--- src/rtl/blob_seq_tx.sv ---
// Threshold gray pixels into a framed 1-bit stream for the blob-labelling pipeline,
// then hold a drain gap and collect the pipeline's blob count (or time out).
module blob_seq_tx #(
  parameter int IMG_ROW     = 600,
  parameter int IMG_COL     = 800,
  parameter int GRAY_W      = 8,
  parameter int THRESH      = 128,
  parameter int GAP_CYC     = 200,
  parameter int RES_TIMEOUT = 300000,
  parameter int COUNT_W     = 8
) (
  input  logic               i_clk,
  input  logic               i_rst,
  input  logic               i_pix_valid,
  input  logic               i_pix_sof,
  input  logic [GRAY_W-1:0]  i_pix_gray,
  output logic               o_valid,
  output logic               o_seq,
  input  logic               i_blob_valid,
  input  logic [COUNT_W-1:0] i_blob_count,
  output logic [COUNT_W-1:0] o_count,
  output logic               o_count_valid,
  output logic               o_busy,
  output logic               o_frame_err
);

  localparam int ROW_W = (IMG_ROW > 1) ? $clog2(IMG_ROW) : 1;
  localparam int COL_W = (IMG_COL > 1) ? $clog2(IMG_COL) : 1;
  localparam int GAP_W = $clog2(GAP_CYC + 1);
  localparam int TMO_W = $clog2(RES_TIMEOUT + 1);

  typedef enum logic [1:0] {
    S_IDLE     = 2'd0,
    S_STREAM   = 2'd1,
    S_GAP      = 2'd2,
    S_WAIT_RES = 2'd3
  } state_t;

  state_t             state_q;
  logic [ROW_W-1:0]   row_q;
  logic [COL_W-1:0]   col_q;
  logic [GAP_W-1:0]   gap_q;
  logic [TMO_W-1:0]   tmo_q;
  logic               valid_q;
  logic               seq_q;
  logic [COUNT_W-1:0] count_q;
  logic               count_valid_q;
  logic               frame_err_q;

  logic               fg_s;
  logic               accept_s;
  logic               mid_sof_s;
  logic               last_col_s;
  logic               last_pix_s;
  logic [ROW_W-1:0]   cur_row_s;
  logic [COL_W-1:0]   cur_col_s;
  logic [ROW_W-1:0]   row_d;
  logic [COL_W-1:0]   col_d;

  assign fg_s = (i_pix_gray >= GRAY_W'(THRESH));

  // Position of the pixel being accepted (sof forces 0,0) and the position that follows it.
  always_comb begin
    accept_s  = 1'b0;
    mid_sof_s = 1'b0;
    if (state_q == S_IDLE) begin
      accept_s = i_pix_valid && i_pix_sof;
    end else if (state_q == S_STREAM) begin
      accept_s  = i_pix_valid;
      mid_sof_s = i_pix_valid && i_pix_sof && ((row_q != '0) || (col_q != '0));
    end else begin
      accept_s = 1'b0;
    end

    if (i_pix_sof) begin
      cur_row_s = '0;
      cur_col_s = '0;
    end else begin
      cur_row_s = row_q;
      cur_col_s = col_q;
    end

    last_col_s = (cur_col_s == COL_W'(IMG_COL - 1));
    last_pix_s = last_col_s && (cur_row_s == ROW_W'(IMG_ROW - 1));

    if (last_col_s) begin
      col_d = '0;
      row_d = cur_row_s + ROW_W'(1);
    end else begin
      col_d = cur_col_s + COL_W'(1);
      row_d = cur_row_s;
    end
  end

  // Frame FSM with registered stream, count and error outputs.
  always_ff @(posedge i_clk) begin
    if (i_rst) begin
      state_q       <= S_IDLE;
      row_q         <= '0;
      col_q         <= '0;
      gap_q         <= '0;
      tmo_q         <= '0;
      valid_q       <= 1'b0;
      seq_q         <= 1'b0;
      count_q       <= '0;
      count_valid_q <= 1'b0;
      frame_err_q   <= 1'b0;
    end else begin
      valid_q       <= 1'b0;
      seq_q         <= 1'b0;
      count_valid_q <= 1'b0;
      frame_err_q   <= 1'b0;

      case (state_q)
        S_IDLE, S_STREAM: begin
          if (accept_s) begin
            valid_q     <= 1'b1;
            seq_q       <= fg_s;
            frame_err_q <= mid_sof_s;
            if (last_pix_s) begin
              state_q <= S_GAP;
              row_q   <= '0;
              col_q   <= '0;
              gap_q   <= '0;
            end else begin
              state_q <= S_STREAM;
              row_q   <= row_d;
              col_q   <= col_d;
            end
          end else begin
            state_q <= state_q;
          end
        end

        S_GAP: begin
          if (gap_q == GAP_W'(GAP_CYC - 1)) begin
            state_q <= S_WAIT_RES;
            gap_q   <= '0;
            tmo_q   <= '0;
          end else begin
            gap_q <= gap_q + GAP_W'(1);
          end
        end

        // A result arriving on the final timeout cycle still wins over the timeout.
        S_WAIT_RES: begin
          if (i_blob_valid) begin
            count_q       <= i_blob_count;
            count_valid_q <= 1'b1;
            tmo_q         <= '0;
            state_q       <= S_IDLE;
          end else if (tmo_q == TMO_W'(RES_TIMEOUT - 1)) begin
            frame_err_q <= 1'b1;
            tmo_q       <= '0;
            state_q     <= S_IDLE;
          end else begin
            tmo_q <= tmo_q + TMO_W'(1);
          end
        end

        default: begin
          state_q <= S_IDLE;
          row_q   <= '0;
          col_q   <= '0;
          gap_q   <= '0;
          tmo_q   <= '0;
        end
      endcase
    end
  end

  assign o_valid       = valid_q;
  assign o_seq         = seq_q;
  assign o_count       = count_q;
  assign o_count_valid = count_valid_q;
  assign o_frame_err   = frame_err_q;
  assign o_busy        = (state_q != S_IDLE);

endmodule

--- config.mk ---
export PLATFORM = sky130hd
export DESIGN_NAME = blob_seq_tx
export DESIGN_NICKNAME = d
export VERILOG_FILES = /design/src/rtl/blob_seq_tx.sv
export SDC_FILE = /design/constraint.sdc
export NUM_CORES = 1
export LEC_CHECK = 0
export ABC_CLOCK_PERIOD_IN_PS = 6900
export CAP_MARGIN = 10
export CORE_ASPECT_RATIO = 1.25
export CORE_UTILIZATION = 55
export CTS_BUF_LIST = sky130_fd_sc_hd__clkbuf_2 sky130_fd_sc_hd__clkbuf_4 sky130_fd_sc_hd__clkbuf_8
export CTS_CLUSTER_DIAMETER = 80
export DETAILED_ROUTE_END_ITERATION = 10
export PLACE_DENSITY_LB_ADDON = 0.1
export SYNTH_ARGS = -nofsm -noshare
export SYNTH_HDL_FRONTEND = slang
export SYNTH_SLANG_ARGS = --single-unit
--- constraint.sdc ---
create_clock -name i_clk -period 6.9 [get_ports i_clk]
set_input_delay 0.69 -clock i_clk [delete_from_list [all_inputs] [get_ports i_clk]]
set_output_delay 0.69 -clock i_clk [all_outputs]
set_load 0.005 [all_outputs]
Yosys cells after proc, flatten, opt, wreduce, memory -nomap -nowiden:

Index checks and enable logic that the tools add are counted.

* bits in registers: 61
* input bits: 21
* output and inout bits: 13
* logic and storage cells: 78

* add/sub/neg operators: 4
* order comparisons: 1
* equality and inequality tests: 11
* multiplexer cells: 30
* bitwise gates (word level): 3
* reductions and logical operators: 19

Operators with widths (count)
* 10-bit 2-to-1 mux: 6
* 19-bit 2-to-1 mux: 3
* 19-bit case mux with 2 select lines: 1
* 8-bit 2-to-1 mux: 3
* 10-bit by 1-bit adder with 10-bit output (second input constant): 2
* 10-bit == test (second input constant): 2
* 10-bit nonzero test: 2
* 19-bit by 1-bit adder with 19-bit output (second input constant): 1
* 19-bit == test (second input constant): 1
* 8-bit case mux with 2 select lines: 1
* 2-bit 2-to-1 mux: 5
* 1-bit 2-to-1 mux: 9
* 8-bit by 1-bit adder with 8-bit output (second input constant): 1
* 8-bit == test (second input constant): 1
* 8-bit >= comparator (second input constant): 1
* 2-bit != test (second input constant): 3
* 2-bit case mux with 3 select lines: 1
* 2-bit AND reduction: 3
* 3-bit AND reduction: 2
* 2-bit nonzero test: 3
* 2-bit OR reduction: 3
* 2-bit == test (second input constant): 2
* 1-bit logical AND: 3
* 3-bit != test (second input constant): 1
* other kinds (6): 8

Longest topological paths before layout:

Gate-level depths: netlist of run 1.

* word-level depth: 7
* mapped depth: 11
* depth with buffers taken out: 7

Worst setup path before layout of run 1:

No wires, ideal clock.

* kind: input to register
* start: input port i_pix_sof
* end: register col_q[8]
* setup time: 0.074 ns
* data arrival time: 2.622 ns
* data required time: 6.826 ns
* slack: 4.204 ns
* cell stages on the path: 9
* buffers on the path: 2
* cell sequence: clkbuf_1 clkbuf_1 nor2b_1 ha_1 nand3_1 nor4_4 or3_1 or4_1 o21ai_0

* word-level cells in the longest chain between the ends: 4
* elaborated cells on any way between the ends: 11
* those cells by class: add/sub: 1; eq/ne: 2; mux: 5; reduce/logical: 3

Ends and longest elaborated chain
* start: declaration: RTL line 15 `input logic i_pix_sof,`
* 10-bit 2-to-1 mux: RTL line 75 `if (i_pix_sof) begin`
* 10-bit by 1-bit adder with 10-bit output, or another cell as far along: RTL line 90 `col_d = cur_col_s + COL_W'(1);`
* 10-bit 2-to-1 mux or 1-bit logical AND (tied branches): RTL line 86, 84
* 10-bit 2-to-1 mux: RTL line 120 `if (last_pix_s) begin`
* end signal: assignment: RTL line 128 `col_q <= col_d;`
* end: declaration: RTL line 41 `logic [COL_W-1:0] col_q;`

Parallel ways exist; a longest one is shown, timed or not.
A chain may end at the register's enable or synchronous reset.

Worst setup path after layout of run 1:

* start: input port i_pix_sof
* end: register row_q[9]

* word-level cells in the longest chain between the ends: 4
* elaborated cells on any way between the ends: 11
* those cells by class: add/sub: 1; eq/ne: 2; mux: 5; reduce/logical: 3

Ends and longest elaborated chain
* 10-bit 2-to-1 mux: RTL line 75
* 10-bit by 1-bit adder with 10-bit output, or another cell as far along: RTL line 88 `row_d = cur_row_s + ROW_W'(1);`
* 10-bit 2-to-1 mux or 1-bit logical AND (tied branches): RTL line 86, 84
* 10-bit 2-to-1 mux: RTL line 120
* end signal: assignment: RTL line 127 `row_q <= row_d;`
* end: declaration: RTL line 40 `logic [ROW_W-1:0] row_q;`

Parallel ways exist; a longest one is shown, timed or not.

==> results.ini, run 1 <==
[placed_design]
place.gp.congestion = 0.893
dp_cells = 455
place_hpwl_um = 4570
place_worst_setup_slack_ns = 2.82
placed_area_mm2 = 0.00337
portBuffers = 26

[worst_setup_path]
r2r-start = col_q[0]
worstPathRequired_ns = 7.12
crit_start = i_pix_sof
slowest_stage = nor4_4
cp-start-kind = input pin
critical_path_arrival_ns = 3.95
cp_top_family = simple AND/OR/NAND/NOR gates
cp_max_fo = 24
path_class = input pin to register
critical_path.max_stage_delay_ns = 0.95
endpoint_kind = register
crit_buf_inv = 1
crit_chain = clkdlybuf4s50_1 > nor2b_1 > ha_1 > nand3_1 > nor4_4 > a211oi_1 > o31ai_1 > a31oi_1

[layout]
register_area_mm2 = 0.00122
syn_to_final_growth_pct = 16.5
fin_util_pct = 66.6
nNetsFinal = 427
drive_gt1_share_pct = 6.88
antenna_cells = 0
design_area_mm2 = 0.00360
n_fill_cell = 487
multi_input_area_mm2 = 0.00177
instances_no_fill = 471

[timing]
final_hold_viol_count = 0
fmax_ghz = 0.268
fin_crit_sh_pct = 54.1
setup_tns_ns = 0
rsz0062_at_grt = false
setup_slack_ns = 3.17
setup_viol = 0
tightest_slew_ns = 1.02
fin_crit_ns = 3.73
max_slew_margin_pct = 31.2
finClkSkew_ns = 0.0114
slew_viol_final = 0
hold_ws_ns = 0.453

[grt]
gr-total-overflow = 0
antenna_found_initial = 0
grt_pass1_wl_um = 11700
grt_pass1_vias = 2646
grt_max_degree = 34
grtUsageTotal_pct = 24.2

[routing]
ant_nets = 0
dr.first_iter.drc_count = 187
viasPerCell = 6.05
detailroute.via_count = 2849
drc = 0
wl_um = 6730
drt-wirelength-per-cell_um = 14.3
first_pass_iters = 4

[cts]
htree_num_levels = 3
cts_tree = yes
numCtsBuffers = 9
cts_hold_buf = 0
cts_setup_buffers = 0
path_clk_slew_ns = 0.07
cts_buffer_depth = 2
cts_root_buffer = clkbuf_8
post_cts_resize_count = 0
clkLatencyLatePin_ns = 0.34
cts_sinks = 61

[synth]
synth_edf_count = 0
synth_ff_type = dfxtp_1
synth_nets = 406
seq_area_frac_synth_pct = 39.5
ys_types = 50
async_flop_share_pct = 0
synthCells = 381
post_synth.cell_area_avg_um2 = 8.10
synth_area_mm2 = 0.00309
yosysWarnings = 0
synth_seq_cells = 61

[pwr]
p_leak_nw = 1.25
powerDensity_mw_per_mm2 = 209
ir_worst_vdd_v = 0.000143
p_total_uw = 753

[die]
die_w_um = 69.0
die_area_mm2 = 0.00592
io_pins = 34
initial_core_util_pct = 57.1
core_area_mm2 = 0.00541
rows = 30
die_h_um = 85.8

[hold_path]
min_path_type = register to register
hold_start = o_count[4]

[outcome]
status = completed

[job]
cap_violations = 0

path summary, 6_finish.rpt:
path                                   end  slack [ns]  cells after the start
worst max register to register    row_q[9]        4.05                      7
worst min-delay path            o_count[4]        0.45                      2
worst min register to register  o_count[4]        0.45                      2
worst max-delay path              row_q[9]        3.17                      8
flip-flops by register name, summed over array words and instances (netlist names):
signal and cells:
state_q 2, o_seq 1, o_frame_err 1, tmo_q 19
row_q 10, o_valid 1, o_count 8, col_q 10
o_count_valid 1, gap_q 8
power by group:
group	internal (mW)	leakage (nW)	switching (mW)	total, mW
clock network	0.226	0.120	0.136	0.362
logic	0.0153	0.643	0.0200	0.0353
registers	0.354	0.492	0.00212	0.356
total	0.595	1.25	0.158	0.753
worst min-delay path, delay by kind of cell, from the launching register on:
kind / cells / cell delay [ns]
AOI/OAI and AO/OA: 1 / 0.05
DFF: 1 / 0.31
and+or+nand+nor: 1 / 0.05
cells by family (layout without fill, tap and decap cells):
family	Yosys count	after routing	synth area share [%]
buf+inv	24	50	3.52
xor+xnor	20	20	5.67
flops	61	61	39.5
fa+ha+maj	4	4	1.62
simple gates	192	192	32.7
compound gates	80	80	16.9
final cells by class:
| type | count | share of cell area [%] |
|---|---|---|
| clock buffers | 12 | 4.42 |
| clock inverters | 4 | 1.95 |
| inverters | 5 | 0.522 |
| multi-input cells | 296 | 49.1 |
| flip-flops and latches | 61 | 33.9 |
| well taps | 64 | 2.23 |
| repair buffers | 29 | 7.86 |
cell usage after synthesis, drive strengths merged, types with 7 or more instances:
library cell	count	share of area [%]
dfxtp	61	40
nand2	47	5.7
nor2	41	5.0
a21oi	25	4.1
nand3	18	3.1
o21ai	17	3.1
nand4	15	3.0
nor3	15	2.4
clkbuf	14	1.7
xor2	11	3.1
and3	10	2.0
nor4	10	2.7
xnor2	9	2.6
a31oi	8	1.6
nor2b	7	1.4
metal layers:
metal	part of all wire, %	global-route usage, %
met1	45	29.0
met2	49	41.3
met3	4.2	4.35
met4	1.3	12.4
met5	0	0
cells in the final DEF, fill, tap and decap left out, types with 2 or more instances in the layout:
cell type         n
ha_1              4
a21oi_1          25
nand4b_1          3
a31oi_1           8
a22o_1            2
o21ai_0          15
inv_1             5
and3b_1           2
nand3_1          17
clkbuf_8         11
a41oi_1           5
a31o_2            2
nor2_1           41
nor2b_1           7
buf_4             3
nand2_1          47
nor4_1            8
or4_1             6
clkinv_2          2
nand2b_1          6
dfxtp_1          61
xnor2_1           9
xor2_1           11
a311oi_1          2
nand3b_1          4
bufinv_16         2
a21o_1            5
nand4_1          15
nor3_1           15
and4_1            3
o31ai_1           2
and3_1           10
clkdlybuf4s50_1  26
a211oi_1          3
(Power assumes the default switching activity.)
==> run 2, diff against run 1 <==
--- a/config.mk
+++ b/config.mk
@@ -5,7 +5,7 @@
 export SDC_FILE = /design/constraint.sdc
 export NUM_CORES = 1
 export LEC_CHECK = 0
-export ABC_CLOCK_PERIOD_IN_PS = 6900
+export ABC_CLOCK_PERIOD_IN_PS = 3710
 export CAP_MARGIN = 10
 export CORE_ASPECT_RATIO = 1.25
 export CORE_UTILIZATION = 55
==> constraint.sdc (replaced) <==
create_clock -name i_clk -period 3.71 [get_ports i_clk]
set_input_delay 0.371 -clock i_clk [delete_from_list [all_inputs] [get_ports i_clk]]
set_output_delay 0.371 -clock i_clk [all_outputs]
set_load 0.005 [all_outputs]
==> run 2 against run 1 <==
Compared with the run above: power grew 72%; flip-flop and latch count is the same; clock power grew 56%; sequential power grew 86%; critical path type unchanged; critical endpoint is now row_q[5].
==> results.ini, run 2 (same netlist as run 1, synthesis figures left out) <==
[outcome]
status = completed

[worst_setup_path]
worstSetupEndpoint = row_q[5]
critical_path_arrival_ns = 2.80  ; -1.15 ns
r2r-start = col_q[0]
crit_buf_inv = 3  ; +2
cp_top_family = simple AND/OR/NAND/NOR gates
crit_start = i_pix_sof
worst-path-stages = 10  ; +2
r2r_setup_slack_ns = 1.35  ; -2.70 ns
cp_max_fo = 20  ; -17%
worstRegToRegCells = 8  ; +1
cp-start-kind = input pin
endpoint_kind = register
critical_path.max_stage_delay_ns = 0.42  ; -0.53 ns
slowest_stage = or4_1
cpMostUsedCell = buf_4
crit_chain = clkdlybuf4s50_1 > buf_4 > nor2b_1 > ha_1 > nand3_1 > nor4_4 > buf_4 > nand3_2 > or4_1 > a21oi_1
path_class = input pin to register
worstPathRequired_ns = 3.99  ; -3.13 ns
rr_endpoint = row_q[5]

[timing]
final_hold_viol_count = 0  ; unchanged
fin_crit_sh_pct = 68.1
tightest_slew_ns = 0.676  ; -0.349 ns
fin_crit_ns = 2.52
setup_viol = 0  ; unchanged
fmax_ghz = 0.396
rsz0062_at_grt = false
finClkSkew_ns = 0.00595  ; -0.00544 ns
slew_viol_final = 0  ; unchanged
setup_tns_ns = 0  ; unchanged
max_slew_margin_pct = 54.7  ; +23 points

[cts]
cts_tree = yes
cts_hold_buf = 0  ; unchanged
cts_sinks = 61  ; unchanged
path_clk_slew_ns = 0.07  ; about the same
post_cts_resize_count = 0  ; unchanged
cts_root_buffer = clkbuf_8
clkLatencyLatePin_ns = 0.34  ; about the same
cts_buffer_depth = 2  ; unchanged
numCtsBuffers = 9  ; unchanged
cts_setup_buffers = 0  ; unchanged
htree_num_levels = 3  ; unchanged

[layout]
antenna_cells = 0  ; unchanged
n_fill_cell = 499  ; +2.5%
register_area_mm2 = 0.00122  ; unchanged
largest_register_ffs = 19  ; unchanged
nNetsFinal = 432  ; +1.2%
syn_to_final_growth_pct = 16.2
largest_registers = tmo_q: 19 flops, col_q: 10 flops, row_q: 10 flops
final_cell_mix = dfxtp_1, nand2_1, nor2_1
drive_gt1_share_pct = 7.79  ; +0.91 points
multi_input_area_mm2 = 0.00177  ; unchanged
layout_commonest_cell = dfxtp_1
largest-register = tmo_q
fin_util_pct = 66.4  ; -0.14 points

[routing]
dr.first_iter.drc_count = 141  ; -25%
wl_um = 6840  ; +1.6%
drc = 0  ; unchanged
detailroute.via_count = 2830  ; -0.67%
viasPerCell = 5.96  ; -1.5%
first_pass_iters = 4  ; unchanged
ant_nets = 0  ; unchanged
drt-wirelength-per-cell_um = 14.4  ; +0.75%

[grt]
antenna_found_initial = 0  ; unchanged
grt_pass1_vias = 2566  ; -3.0%
grtUsageTotal_pct = 24.6  ; +0.41 points
grt_pass1_wl_um = 11800  ; +0.71%
grt_max_degree = 22  ; -35%
gr-total-overflow = 0  ; unchanged

[placed_design]
place_hpwl_um = 4780  ; +4.6%
place.gp.congestion = 0.857  ; -4.1%
portBuffers = 26  ; unchanged

[die]
core_area_mm2 = 0.00541  ; unchanged
die_area_mm2 = 0.00592  ; unchanged
die_h_um = 85.8  ; unchanged
initial_core_util_pct = 57.1  ; unchanged
io_pins = 34  ; unchanged
rows = 30  ; unchanged
die_w_um = 69.0  ; unchanged

[hold_path]
min_path_type = register to register
hold_start = o_count[4]

[pwr]
p_leak_nw = 1.26  ; about the same
ir_worst_vdd_v = 0.000369  ; +160%
powerDensity_mw_per_mm2 = 361  ; +73%

[job]
cap_violations = 0  ; unchanged

run 2: cell count changes in the layout (fill, tap and decap cells not counted), sizes merged:
cell,change
buf,+5
bufinv,-1
clkbuf,-2
clkinv,+1
clkinvlp,+1
run 2: power breakdown:
| part | total [mW] | internal [mW] | switching, mW |
|---|---|---|---|
| sequential | 0.662 | 0.658 | 0.00400 |
| clock | 0.566 | 0.310 | 0.256 |
| combinational | 0.0688 | 0.0311 | 0.0377 |
| total | 1.30 | 0.999 | 0.297 |
run 2: how the worst min path moves through the flow:
stage          cells after the start  slack (ns)         end
3_3_place_gp                       2        0.44  o_count[2]
4_1_cts                            2        0.46  o_count[6]
2_1_floorplan                      1        0.44    gap_q[7]
3_5_place_dp                       2        0.45  o_count[6]
5_1_grt                            2        0.47  o_count[4]
6_report                           2        0.45  o_count[4]
run 2: layout make-up:
cell class	count	share of cell area [%]
multi-input combinational	296	49.2
timing repair buffer	34	8.92
clock inverter	5	1.46
sequential	61	34.0
inverter	5	0.523
clock buffer	10	3.66
tap	64	2.23
run 2: stage by stage:
step / setup slack (ns) / hold WS, ns / instances / cell area, µm² / power, mW
2_1_floorplan: 1.33 / 0.441 / 381 / 3090 / 0.713
3_3_place_gp: 0.923 / 0.442 / 460 / 3410 / 0.745
3_5_place_dp: 0.841 / 0.447 / 460 / 3410 / 0.745
4_1_cts: 1.19 / 0.456 / 475 / 3590 / 1.31
5_1_grt: 1.02 / 0.474 / 475 / 3590 / 1.34
6_report: 1.19 / 0.452 / 475 / 3590 / 1.30
run 2: metal layers:
layer	GRT usage (%)	part of all wire, %	wire length, µm	up-vias
met5	0	0	0	-
met4	10.9	2.2	150	0
met3	5.17	3.8	263	12
met2	42.0	48	3280	60
met1	29.8	46	3150	1316
li1	-	-	-	1442
run 2: tightest hold or removal path, stage by stage (launching register included):
cell and delay (ns):
dfxtp_1 0.31, nand2_1 0.05, a21oi_1 0.05
